$ cat src/rtl/siphash_pkg.sv
// Shared definitions for the SipHash message sequencer: command opcodes,
// FSM state encoding and the command word width.
package siphash_pkg;

  localparam int CMD_W = 68;

  localparam logic [3:0] OPC_KEY0 = 4'b0000;
  localparam logic [3:0] OPC_KEY1 = 4'b0001;
  localparam logic [3:0] OPC_COMP = 4'b0010;
  localparam logic [3:0] OPC_FIN  = 4'b0011;

  typedef enum logic [3:0] {
    ST_IDLE,
    ST_LDK0,
    ST_LDK1,
    ST_ACCEPT,
    ST_COMP,
    ST_GUARD,
    ST_WAIT,
    ST_PAD,
    ST_FIN,
    ST_FGUARD,
    ST_FWAIT,
    ST_DONE
  } state_t;

  // Where the message stands once the core finishes the current compression.
  typedef enum logic [1:0] {
    PH_MORE,
    PH_PAD,
    PH_FIN
  } phase_t;

  function automatic logic [3:0] eff_bytes(input logic last, input logic [3:0] nb);
    if (!last || (nb > 4'd8)) return 4'd8;
    return nb;
  endfunction

endpackage

$ cat src/rtl/siphash_last_block.sv
// Builds the SipHash final block: k tail bytes, zero fill, and the total
// length mod 256 in the top byte.
module siphash_last_block
  import siphash_pkg::*;
(
  input  logic [63:0] i_data,
  input  logic [3:0]  i_k,
  input  logic [7:0]  i_len,
  output logic [63:0] o_blk
);

  always_comb begin
    o_blk = '0;
    for (int i = 0; i < 7; i++) begin
      if (4'(i) < i_k) o_blk[8*i +: 8] = i_data[8*i +: 8];
    end
    o_blk[63:56] = i_len;
  end

endmodule

$ cat src/rtl/siphash_msg_sequencer.sv
// Drives the SipHash core command port: key reload, one COMP per message
// word, final block/padding, FIN, and digest return over valid/ready.
module siphash_msg_sequencer
  import siphash_pkg::*;
#(
  parameter int BUSY_TIMEOUT = 255
) (
  input  logic              clk,
  input  logic              rst,
  input  logic [127:0]      key,
  input  logic              key_valid,
  output logic              key_ready,
  input  logic [63:0]       msg_data,
  input  logic              msg_valid,
  input  logic              msg_last,
  input  logic [3:0]        msg_bytes,
  output logic              msg_ready,
  output logic              core_we,
  output logic [CMD_W-1:0]  core_cmd,
  input  logic              core_busy,
  input  logic [63:0]       core_result,
  output logic [63:0]       digest,
  output logic              digest_valid,
  input  logic              digest_ready,
  output logic              err
);

  localparam int CNT_W = (BUSY_TIMEOUT < 2) ? 1 : $clog2(BUSY_TIMEOUT + 1);
  localparam logic [CNT_W-1:0] CNT_LAST = CNT_W'(BUSY_TIMEOUT - 1);

  state_t            r_state, w_state_nx;
  phase_t            r_phase, w_phase_nx;
  logic [7:0]        r_len, w_len_nx;
  logic [CNT_W-1:0]  r_wcnt, w_wcnt_nx;
  logic              r_key_loaded, w_key_acc;
  logic [127:0]      r_key;
  logic              r_key_ready;
  logic              r_core_we, w_we_nx;
  logic [CMD_W-1:0]  r_core_cmd, w_cmd_nx;
  logic [63:0]       r_digest;
  logic              r_digest_valid;
  logic              r_err, w_err_nx;

  logic [3:0]        w_nb;
  logic [63:0]       w_lb_data;
  logic [3:0]        w_lb_k;
  logic [7:0]        w_lb_len;
  logic [63:0]       w_lb;
  logic              w_accept;

  assign w_accept  = (r_state == ST_ACCEPT);
  assign w_nb      = eff_bytes(msg_last, msg_bytes);
  // In ACCEPT the block carries the tail beat; elsewhere it is the pure padding word.
  assign w_lb_data = w_accept ? msg_data : '0;
  assign w_lb_k    = w_accept ? w_nb : 4'd0;
  assign w_lb_len  = w_accept ? (r_len + {4'b0000, w_nb}) : r_len;

  siphash_last_block u_last_block (
    .i_data (w_lb_data),
    .i_k    (w_lb_k),
    .i_len  (w_lb_len),
    .o_blk  (w_lb)
  );

  always_comb begin
    w_state_nx = r_state;
    w_phase_nx = r_phase;
    w_len_nx   = r_len;
    w_wcnt_nx  = r_wcnt;
    w_err_nx   = r_err;
    w_we_nx    = 1'b0;
    w_cmd_nx   = '0;
    w_key_acc  = 1'b0;
    case (r_state)
      ST_IDLE: begin
        if (key_valid && r_key_ready) begin
          w_key_acc  = 1'b1;
          w_state_nx = ST_LDK0;
          w_we_nx    = 1'b1;
          w_cmd_nx   = {OPC_KEY0, key[63:0]};
        end else if (msg_valid && r_key_loaded) begin
          w_state_nx = ST_LDK0;
          w_we_nx    = 1'b1;
          w_cmd_nx   = {OPC_KEY0, r_key[63:0]};
        end
      end
      ST_LDK0: begin
        w_state_nx = ST_LDK1;
        w_we_nx    = 1'b1;
        w_cmd_nx   = {OPC_KEY1, r_key[127:64]};
      end
      ST_LDK1: begin
        w_state_nx = ST_ACCEPT;
        w_len_nx   = 8'd0;
        w_phase_nx = PH_MORE;
      end
      ST_ACCEPT: begin
        if (msg_valid) begin
          w_state_nx = ST_COMP;
          w_we_nx    = 1'b1;
          if (w_nb == 4'd8) begin
            w_len_nx   = r_len + 8'd8;
            w_cmd_nx   = {OPC_COMP, msg_data};
            w_phase_nx = msg_last ? PH_PAD : PH_MORE;
          end else begin
            w_len_nx   = w_lb_len;
            w_cmd_nx   = {OPC_COMP, w_lb};
            w_phase_nx = PH_FIN;
          end
        end
      end
      ST_COMP, ST_PAD: begin
        w_state_nx = ST_GUARD;
        w_wcnt_nx  = '0;
      end
      ST_GUARD:  w_state_nx = ST_WAIT;
      ST_WAIT: begin
        if (!core_busy) begin
          case (r_phase)
            PH_PAD: begin
              w_state_nx = ST_PAD;
              w_we_nx    = 1'b1;
              w_cmd_nx   = {OPC_COMP, w_lb};
              w_phase_nx = PH_FIN;
            end
            PH_FIN: begin
              w_state_nx = ST_FIN;
              w_we_nx    = 1'b1;
              w_cmd_nx   = {OPC_FIN, 64'd0};
            end
            default: w_state_nx = ST_ACCEPT;
          endcase
        end else if (r_wcnt == CNT_LAST) begin
          w_err_nx   = 1'b1;
          w_state_nx = ST_IDLE;
        end else begin
          w_wcnt_nx = r_wcnt + 1'b1;
        end
      end
      ST_FIN: begin
        w_state_nx = ST_FGUARD;
        w_wcnt_nx  = '0;
      end
      ST_FGUARD: w_state_nx = ST_FWAIT;
      ST_FWAIT: begin
        if (!core_busy) begin
          w_state_nx = ST_DONE;
        end else if (r_wcnt == CNT_LAST) begin
          w_err_nx   = 1'b1;
          w_state_nx = ST_IDLE;
        end else begin
          w_wcnt_nx = r_wcnt + 1'b1;
        end
      end
      ST_DONE: begin
        if (digest_ready) w_state_nx = ST_IDLE;
      end
      default: w_state_nx = ST_IDLE;
    endcase
  end

  // Registered outputs are derived from the next state so strobes coincide with their state.
  always_ff @(posedge clk or posedge rst) begin
    if (rst) begin
      r_state        <= ST_IDLE;
      r_phase        <= PH_MORE;
      r_len          <= 8'd0;
      r_wcnt         <= '0;
      r_key_loaded   <= 1'b0;
      r_key_ready    <= 1'b0;
      r_core_we      <= 1'b0;
      r_core_cmd     <= '0;
      r_digest       <= 64'd0;
      r_digest_valid <= 1'b0;
      r_err          <= 1'b0;
    end else begin
      r_state        <= w_state_nx;
      r_phase        <= w_phase_nx;
      r_len          <= w_len_nx;
      r_wcnt         <= w_wcnt_nx;
      r_key_loaded   <= r_key_loaded | w_key_acc;
      r_key_ready    <= (w_state_nx == ST_IDLE);
      r_core_we      <= w_we_nx;
      r_core_cmd     <= w_cmd_nx;
      r_digest_valid <= (w_state_nx == ST_DONE);
      r_err          <= w_err_nx;
      if ((r_state == ST_FWAIT) && !core_busy) r_digest <= core_result;
    end
  end

  always_ff @(posedge clk) begin
    if (w_key_acc) r_key <= key;
  end

  assign key_ready    = r_key_ready;
  assign msg_ready    = w_accept;
  assign core_we      = r_core_we;
  assign core_cmd     = r_core_cmd;
  assign digest       = r_digest;
  assign digest_valid = r_digest_valid;
  assign err          = r_err;

endmodule

$ cat config.mk
export PLATFORM = sky130hd
export DESIGN_NAME = siphash_msg_sequencer
export DESIGN_NICKNAME = d
export VERILOG_FILES = /design/src/rtl/siphash_pkg.sv /design/src/rtl/siphash_last_block.sv /design/src/rtl/siphash_msg_sequencer.sv
export SDC_FILE = /design/constraint.sdc
export NUM_CORES = 1
export LEC_CHECK = 0
export CAP_MARGIN = 20
export CORE_MARGIN = 2
export CORE_UTILIZATION = 47
export CTS_BUF_LIST = sky130_fd_sc_hd__clkbuf_4 sky130_fd_sc_hd__clkbuf_8
export DETAILED_ROUTE_END_ITERATION = 7
export PLACE_DENSITY = 0.83
export SLEW_MARGIN = 20
export SYNTH_ARGS = -nofsm -noshare
export SYNTH_HDL_FRONTEND = slang
export SYNTH_SLANG_ARGS = --single-unit
$ cat constraint.sdc
create_clock -name clk -period 10.3 [get_ports clk]
set_input_delay 3.09 -clock clk [delete_from_list [all_inputs] [get_ports clk]]
set_output_delay 3.09 -clock clk [all_outputs]
set_load 0.01 [all_outputs]
==> results.py, run 1 <==
metrics = {
    "power_and_ir_drop": {
        "p_seq_frac": 0.419,
        "p_leak_nw": 6.592,
        "irDropWorstVdd_uv": 153.0,
        "power_switching_share": 0.2941,
        "p_per_area_nw_per_um2": 203.3,
        "p_comb_frac": 0.271,
        "clkPwrFrac": 0.310,
        "switching_power_mw": 1.016,
        "internal_power_mw": 2.439,
    },
    "logic_synthesis": {
        "yosys_warnings": 0,
        "synth.cell_area_um2": 11770,
        "yosysTopAreaCellShare": 0.3339,
        "synth-async-reset-ratio": 0.5509,
        "yosys.area.top_type": "dfrtp_1",
        "ys_types": 77,
        "syn_area_per_cell_um2": 13.93,
        "synth_flop_cell": "dfrtp_1",
        "postSynthRegisterBits": 285,
        "synth.area.top_cells": "dfrtp_1 33%, edfxtp_1 33%, a22oi_1 6.6%",
        "syn_inst": 845,
        "synth-edff-count": 128,
        "ys_seq_area_frac": 0.6605,
    },
    "placement": {
        "portBuffers": 401,
        "dp_cells": 1529,
        "gp_congestion": 0.9080,
        "hpwl_um": 25280,
        "dp_slack_ns": 3.586,
    },
    "clock_network": {
        "numCtsBuffers": 46,
        "insertion_delay_ns": 0.55,
        "root_buffer": "clkbuf_8",
        "htree_levels": 2,
        "cts_tree": "done",
        "postCtsHoldBufs": 0,
        "clock-sinks": 285,
        "clockBufferDepth": 3,
        "cts_resized": 0,
        "path_clk_slew_ns": 0.06,
        "cts_setup_buffers": 0,
    },
    "job": {
        "maxCapViolations": 0,
    },
    "timing": {
        "worst_slack_ns": 4.091,
        "slew_viol_final": 0,
        "max_freq_mhz": 161.0,
        "timing.final.crit_share": 0.6028,
        "rsz0062_at_grt": "no",
        "max_slew.worst_pin.slew_ns": 0.9807,
        "min_period_ns": 6.209,
        "slew_headroom": 0.3438,
        "setup_violations": 0,
        "finalSetupTns_ns": 0,
        "hold_viol": 0,
        "clock_skew_ns": 0.01909,
    },
    "die": {
        "row_count": 57,
        "io-pin-count": 404,
        "die-area_um2": 26320,
        "start_util": 0.4810,
        "die_w_um": 162.2,
        "chipHeight_um": 162.2,
        "core-area_um2": 24460,
    },
    "worst_setup_path": {
        "required_ns": 10.76,
        "crit_path_start_kind": "input port",
        "end_kind": "register",
        "cp_max_fo": 20,
        "cp_slowest_cell": "and2b_1",
        "path_buf_inv": 3,
        "crit_family": "simple AND/OR/NAND/NOR gates",
        "path_class": "input port to register",
        "critPathMaxStageDelay_ns": 0.72,
        "crit_arrival_ns": 6.67,
        "crit_chain": "clkdlybuf4s50_1, and2b_1, inv_2, nor2_1, ha_1, inv_1, fa_1, nand2b_1, a211oi_1, o21a_1, mux2_2, o221ai_2",
    },
    "routing": {
        "wire_per_inst_um": 22.32,
        "ant_nets": 0,
        "drt_iter0_markers": 838,
        "vias": 8976,
        "drc": 0,
        "drt_pass1_iterations": 6,
        "routed_wl_um": 36020,
        "via_per_inst": 5.561,
    },
    "global_routing": {
        "grt_max_degree": 90,
        "antenna_found_initial": 1,
        "grt_pass1_vias": 9391,
        "grt_util_met2": 0.4679,
        "grt.overflow.total": 0,
        "grt.busiest_layer": "met2",
        "met1_usage": 0.3149,
        "track_usage": 0.2677,
        "gr-usage-met3": 0.07661,
        "grt_pass1_wl_um": 53590,
    },
    "final_layout": {
        "final_cells": 1614,
        "nets": 1531,
        "mostFrequentLayoutCells": "401 x clkdlybuf4s50_1, 157 x dfrtp_1, 128 x edfxtp_1",
        "final_common_cell": "clkdlybuf4s50_1",
        "drive_gt1_frac": 0.1140,
        "area_growth_pct": 44.38,
        "fillCellCount": 1631,
    },
    "hold_path": {
        "hold_path_class": "register to register",
    },
    "outcome": {
        "status": "completed",
    },
}
kinds of logic (layout without fill, tap and decap cells):
| group | Yosys count | after routing | share of synthesized area |
|---|---|---|---|
| buffers and inverters | 71 | 514 | 0.03402 |
| multiplexers | 69 | 69 | 0.06582 |
| AND/OR/NAND/NOR | 133 | 133 | 0.06305 |
| adder cells (fa/ha/maj) | 11 | 11 | 0.01233 |
| XOR/XNOR | 10 | 10 | 0.008081 |
| AO/OA/AOI/OAI | 265 | 265 | 0.1559 |
| flip-flops | 285 | 285 | 0.6605 |
| other | 1 | 3 | 0.0003187 |
power groups by stage:
| stage | combinational (mW) | sequential [mW] | clock [mW] |
|---|---|---|---|
| 2_1_floorplan | 0.438 | 1.48 | 0 |
| 3_3_place_gp | 0.918 | 1.46 | 0 |
| 3_5_place_dp | 0.934 | 1.47 | 0 |
| 4_1_cts | 0.939 | 1.45 | 1.09 |
| 5_1_grt | 1.00 | 1.46 | 1.15 |
| 6_report | 0.936 | 1.45 | 1.07 |
Yosys cell counts (3+ instances only):
cell	count
nand4_1	6
buf_6	11
o21ai_1	16
a22oi_1	103
nor2_4	3
a21oi_2	4
mux2_2	22
a21oi_1	25
a221o_1	11
a211oi_1	4
nand2_1	44
nor2_1	25
o21bai_1	3
o211ai_1	5
xnor2_1	5
edfxtp_1	128
xor2_1	4
mux2_1	45
and2_1	3
dfrtp_1	157
o22ai_1	4
inv_2	3
buf_4	11
nand2b_1	6
or2_2	3
inv_1	18
nand3_1	7
clkbuf_1	20
buf_2	7
or3_1	4
nor2_2	3
a22o_1	7
ha_1	10
nor3_1	6
nor2b_1	3
o21ai_0	58
o31ai_1	5
state kept, by name, indices dropped and copies added (netlist names):
name          cells
core_we           1
r_key_loaded      1
digest_valid      1
r_key           128
key_ready         1
r_wcnt            8
r_state           4
r_phase           2
err               1
r_len             8
digest           64
core_cmd         66
tightest hold or removal path, delay by kind of cell, from the launching register on:
family / cells / cell delay [ns]
compound gates: 1 / 0.05
flops: 1 / 0.33
simple gates: 1 / 0.06
final timing paths:
check                                              end  depth (start not counted)  slack [ns]            startpoint
worst max-delay path            core_cmd[60]$_DFF_PP0_                         12        4.09          msg_bytes[3]
worst min-delay path            core_cmd[60]$_DFF_PP0_                          2        0.47  r_key[124]$_DFFE_PP_
worst max register to register     r_key[61]$_DFFE_PP_                          4        6.76  r_state[1]$_DFF_PP0_
worst min register to register  core_cmd[60]$_DFF_PP0_                          2        0.47  r_key[124]$_DFFE_PP_
max in group asynchronous       core_cmd[16]$_DFF_PP0_                          3        5.79                   rst
min in group asynchronous       digest[63]$_DFFE_PP0P_                          2        3.06                   rst
stage by stage:
stage	hold WS, ns	utilization	power (mW)	cell area [µm²]
floorplan	0.4336	-	1.917	11770
global placement	0.4474	0.6521	2.383	15950
detailed placement	0.4596	0.6521	2.402	15950
CTS	0.4674	0.6944	3.476	16990
global route	0.4953	0.6944	3.613	16990
finish	0.4743	0.6945	3.455	16990
metal layers:
layer  vias to the layer above  share of wire
met4                         0          0.032
met1                      4326           0.37
met3                        75          0.094
met5                         -              0
met2                       536           0.50
li1                       4039              -
layout make-up:
| type | count | area (µm²) | area share |
|---|---|---|---|
| clock buffers | 68 | 873.3 | 0.05140 |
| clock inverters | 16 | 161.4 | 0.009500 |
| inverters | 21 | 83.83 | 0.004934 |
| flip-flops and latches | 285 | 7772 | 0.4575 |
| multi-input cells | 490 | 3617 | 0.2129 |
| well taps | 324 | 405.4 | 0.02386 |
| diodes | 1 | 2.502 | 0.0001473 |
| repair buffers | 409 | 4074 | 0.2398 |
Power figures use the tool's default switching activity.
==> run 2, diff against run 1 <==
clock period = 6.1 ns   (was 10.3 ns; I/O delays follow)
==> run 2 against run 1 <==
Net effect: power increased by 65%; die area unchanged; flip-flop and latch count unchanged; utilization decreased by 0.12 points; non-clock buffer count increased by 5; worst hold slack got worse by 0.016 ns; final cell count increased by 0.43%; clock-buffer cell count increased by 7.
==> results.py, run 2 (synthesized netlist as in run 1, its figures left out) <==
metrics = {
    "global_routing": {
        "grt.overflow.total": 0,
        "grt_pass1_wl_um": 54060,
        "grt_pass1_vias": 9466,
        "grt_max_degree": 104,
        "antenna_found_initial": 5,
        "track_usage": 0.2694,
    },
    "clock_network": {
        "clock-sinks": 285,
        "numCtsBuffers": 46,
        "postCtsHoldBufs": 0,
        "cts_tree": "done",
        "insertion_delay_ns": 0.56,
        "cts_resized": 0,
        "htree_levels": 2,
        "root_buffer": "clkbuf_8",
        "clockBufferDepth": 3,
        "cts_setup_buffers": 0,
        "path_clk_slew_ns": 0.06,
    },
    "hold_path": {
        "hold_path_end": "core_cmd[60]$_DFF_PP0_",
        "hold_path_class": "register to register",
        "min_from": "r_key[124]$_DFFE_PP_",
        "whs_path_depth": 2,
    },
    "worst_setup_path": {
        "crit_path_start_kind": "input port",
        "crit_arrival_ns": 4.94,
        "r2r_setup_slack_ns": 3.07,
        "critPathMaxStageDelay_ns": 0.50,
        "path_class": "input port to register",
        "cp_max_fo": 12,
        "worst_r2r_endpoint": "r_key[34]$_DFFE_PP_",
        "r2r_cells": 3,
        "crit_start": "msg_last",
        "crit_chain": "clkdlybuf4s50_1, and2b_1, inv_2, nor2_1, ha_1, inv_1, fa_1, nand2b_1, a211oi_1, o21a_1, mux2_2, o221ai_2",
        "required_ns": 6.57,
        "path_buf_inv": 3,
        "crit_family": "simple AND/OR/NAND/NOR gates",
        "end_kind": "register",
        "cp_slowest_cell": "clkdlybuf4s50_1",
        "r2r-start": "r_state[1]$_DFF_PP0_",
    },
    "final_layout": {
        "area_growth_pct": 44.14,
        "final_common_cell": "clkdlybuf4s50_1",
        "mostFrequentLayoutCells": "401 x clkdlybuf4s50_1, 157 x dfrtp_1, 128 x edfxtp_1",
        "largest_register_ff_count": 128,
        "design_area_um2": 16960,
        "drive_gt1_frac": 0.1191,
        "nets": 1536,
        "regMostFlops": "r_key",
    },
    "die": {
        "row_count": 57,
        "die-area_um2": 26320,
        "start_util": 0.4810,
        "chipHeight_um": 162.2,
        "core-area_um2": 24460,
        "io-pin-count": 404,
        "die_w_um": 162.2,
    },
    "timing": {
        "hold_ws_ns": 0.4586,
        "max_freq_mhz": 224.0,
        "slew_viol_final": 0,
        "clock_skew_ns": 0.02828,
        "finalSetupTns_ns": 0,
        "rsz0062_at_grt": "no",
        "slew_headroom": 0.2774,
        "min_period_ns": 4.465,
        "hold_viol": 0,
        "setup_violations": 0,
        "worst_slack_ns": 1.635,
        "timing.final.crit_share": 0.7320,
        "max_slew.worst_pin.slew_ns": 1.084,
    },
    "power_and_ir_drop": {
        "p_per_area_nw_per_um2": 335.6,
        "p_leak_nw": 6.587,
        "total_power_mw": 5.693,
        "irDropWorstVdd_uv": 241.0,
    },
    "routing": {
        "drt_iter0_markers": 832,
        "drt_pass1_iterations": 6,
        "ant_nets": 0,
        "routed_wl_um": 36250,
        "vias": 9118,
        "drc": 0,
        "via_per_inst": 5.625,
        "wire_per_inst_um": 22.36,
    },
    "placement": {
        "placed_cell_area_um2": 16020,
        "portBuffers": 401,
        "dp_slack_ns": 1.116,
        "gp_congestion": 0.9385,
        "hpwl_um": 25330,
    },
    "outcome": {
        "status": "completed",
    },
    "job": {
        "maxCapViolations": 0,
    },
}
## run 2: worst reg2reg max path, stage by stage, from the launching register on
cell and delay (ns):
dfrtp_1 0.64, or4_2 0.82, nor2_4 0.85, buf_4 0.41
## run 2: routing by layer
metal / track usage / wire [µm]
met5: 0 / 16
met4: 0.1163 / 1400
met3: 0.09423 / 3868
met2: 0.4576 / 18040
met1: 0.3098 / 12920
## run 2: area by class of cell
cell class | instances | area (µm²)
diodes | 4 | 10.01
clock buffers | 75 | 888.4
clock inverters | 8 | 47.55
fillers | 1682 | 7501
inverters | 21 | 83.83
multi-input cells | 490 | 3617
flip-flops and latches | 285 | 7772
well taps | 324 | 405.4
repair buffers | 414 | 4136
## run 2: worst max-delay path by stage
stage          slack, ns                     end  depth (start not counted)
2_1_floorplan       0.04   core_cmd[0]$_DFF_PP0_                          1
3_3_place_gp        1.18  core_cmd[60]$_DFF_PP0_                         12
3_5_place_dp        1.12  core_cmd[60]$_DFF_PP0_                         12
4_1_cts             1.68               msg_ready                          3
5_1_grt             1.48  core_cmd[60]$_DFF_PP0_                         12
6_report            1.63  core_cmd[60]$_DFF_PP0_                         12
## run 2: through the flow
| step | util | std cells |
|---|---|---|
| floorplan | - | 846 |
| global placement | 0.6547 | 1534 |
| detailed placement | 0.6547 | 1534 |
| CTS | 0.6930 | 1617 |
| global route | 0.6934 | 1621 |
| finish | 0.6934 | 1621 |
## run 2: report_power, final
group | switching (mW) | internal (mW)
clock | 0.740 | 0.920
sequential | 0.188 | 2.26
combinational | 0.771 | 0.817
total | 1.70 | 3.99
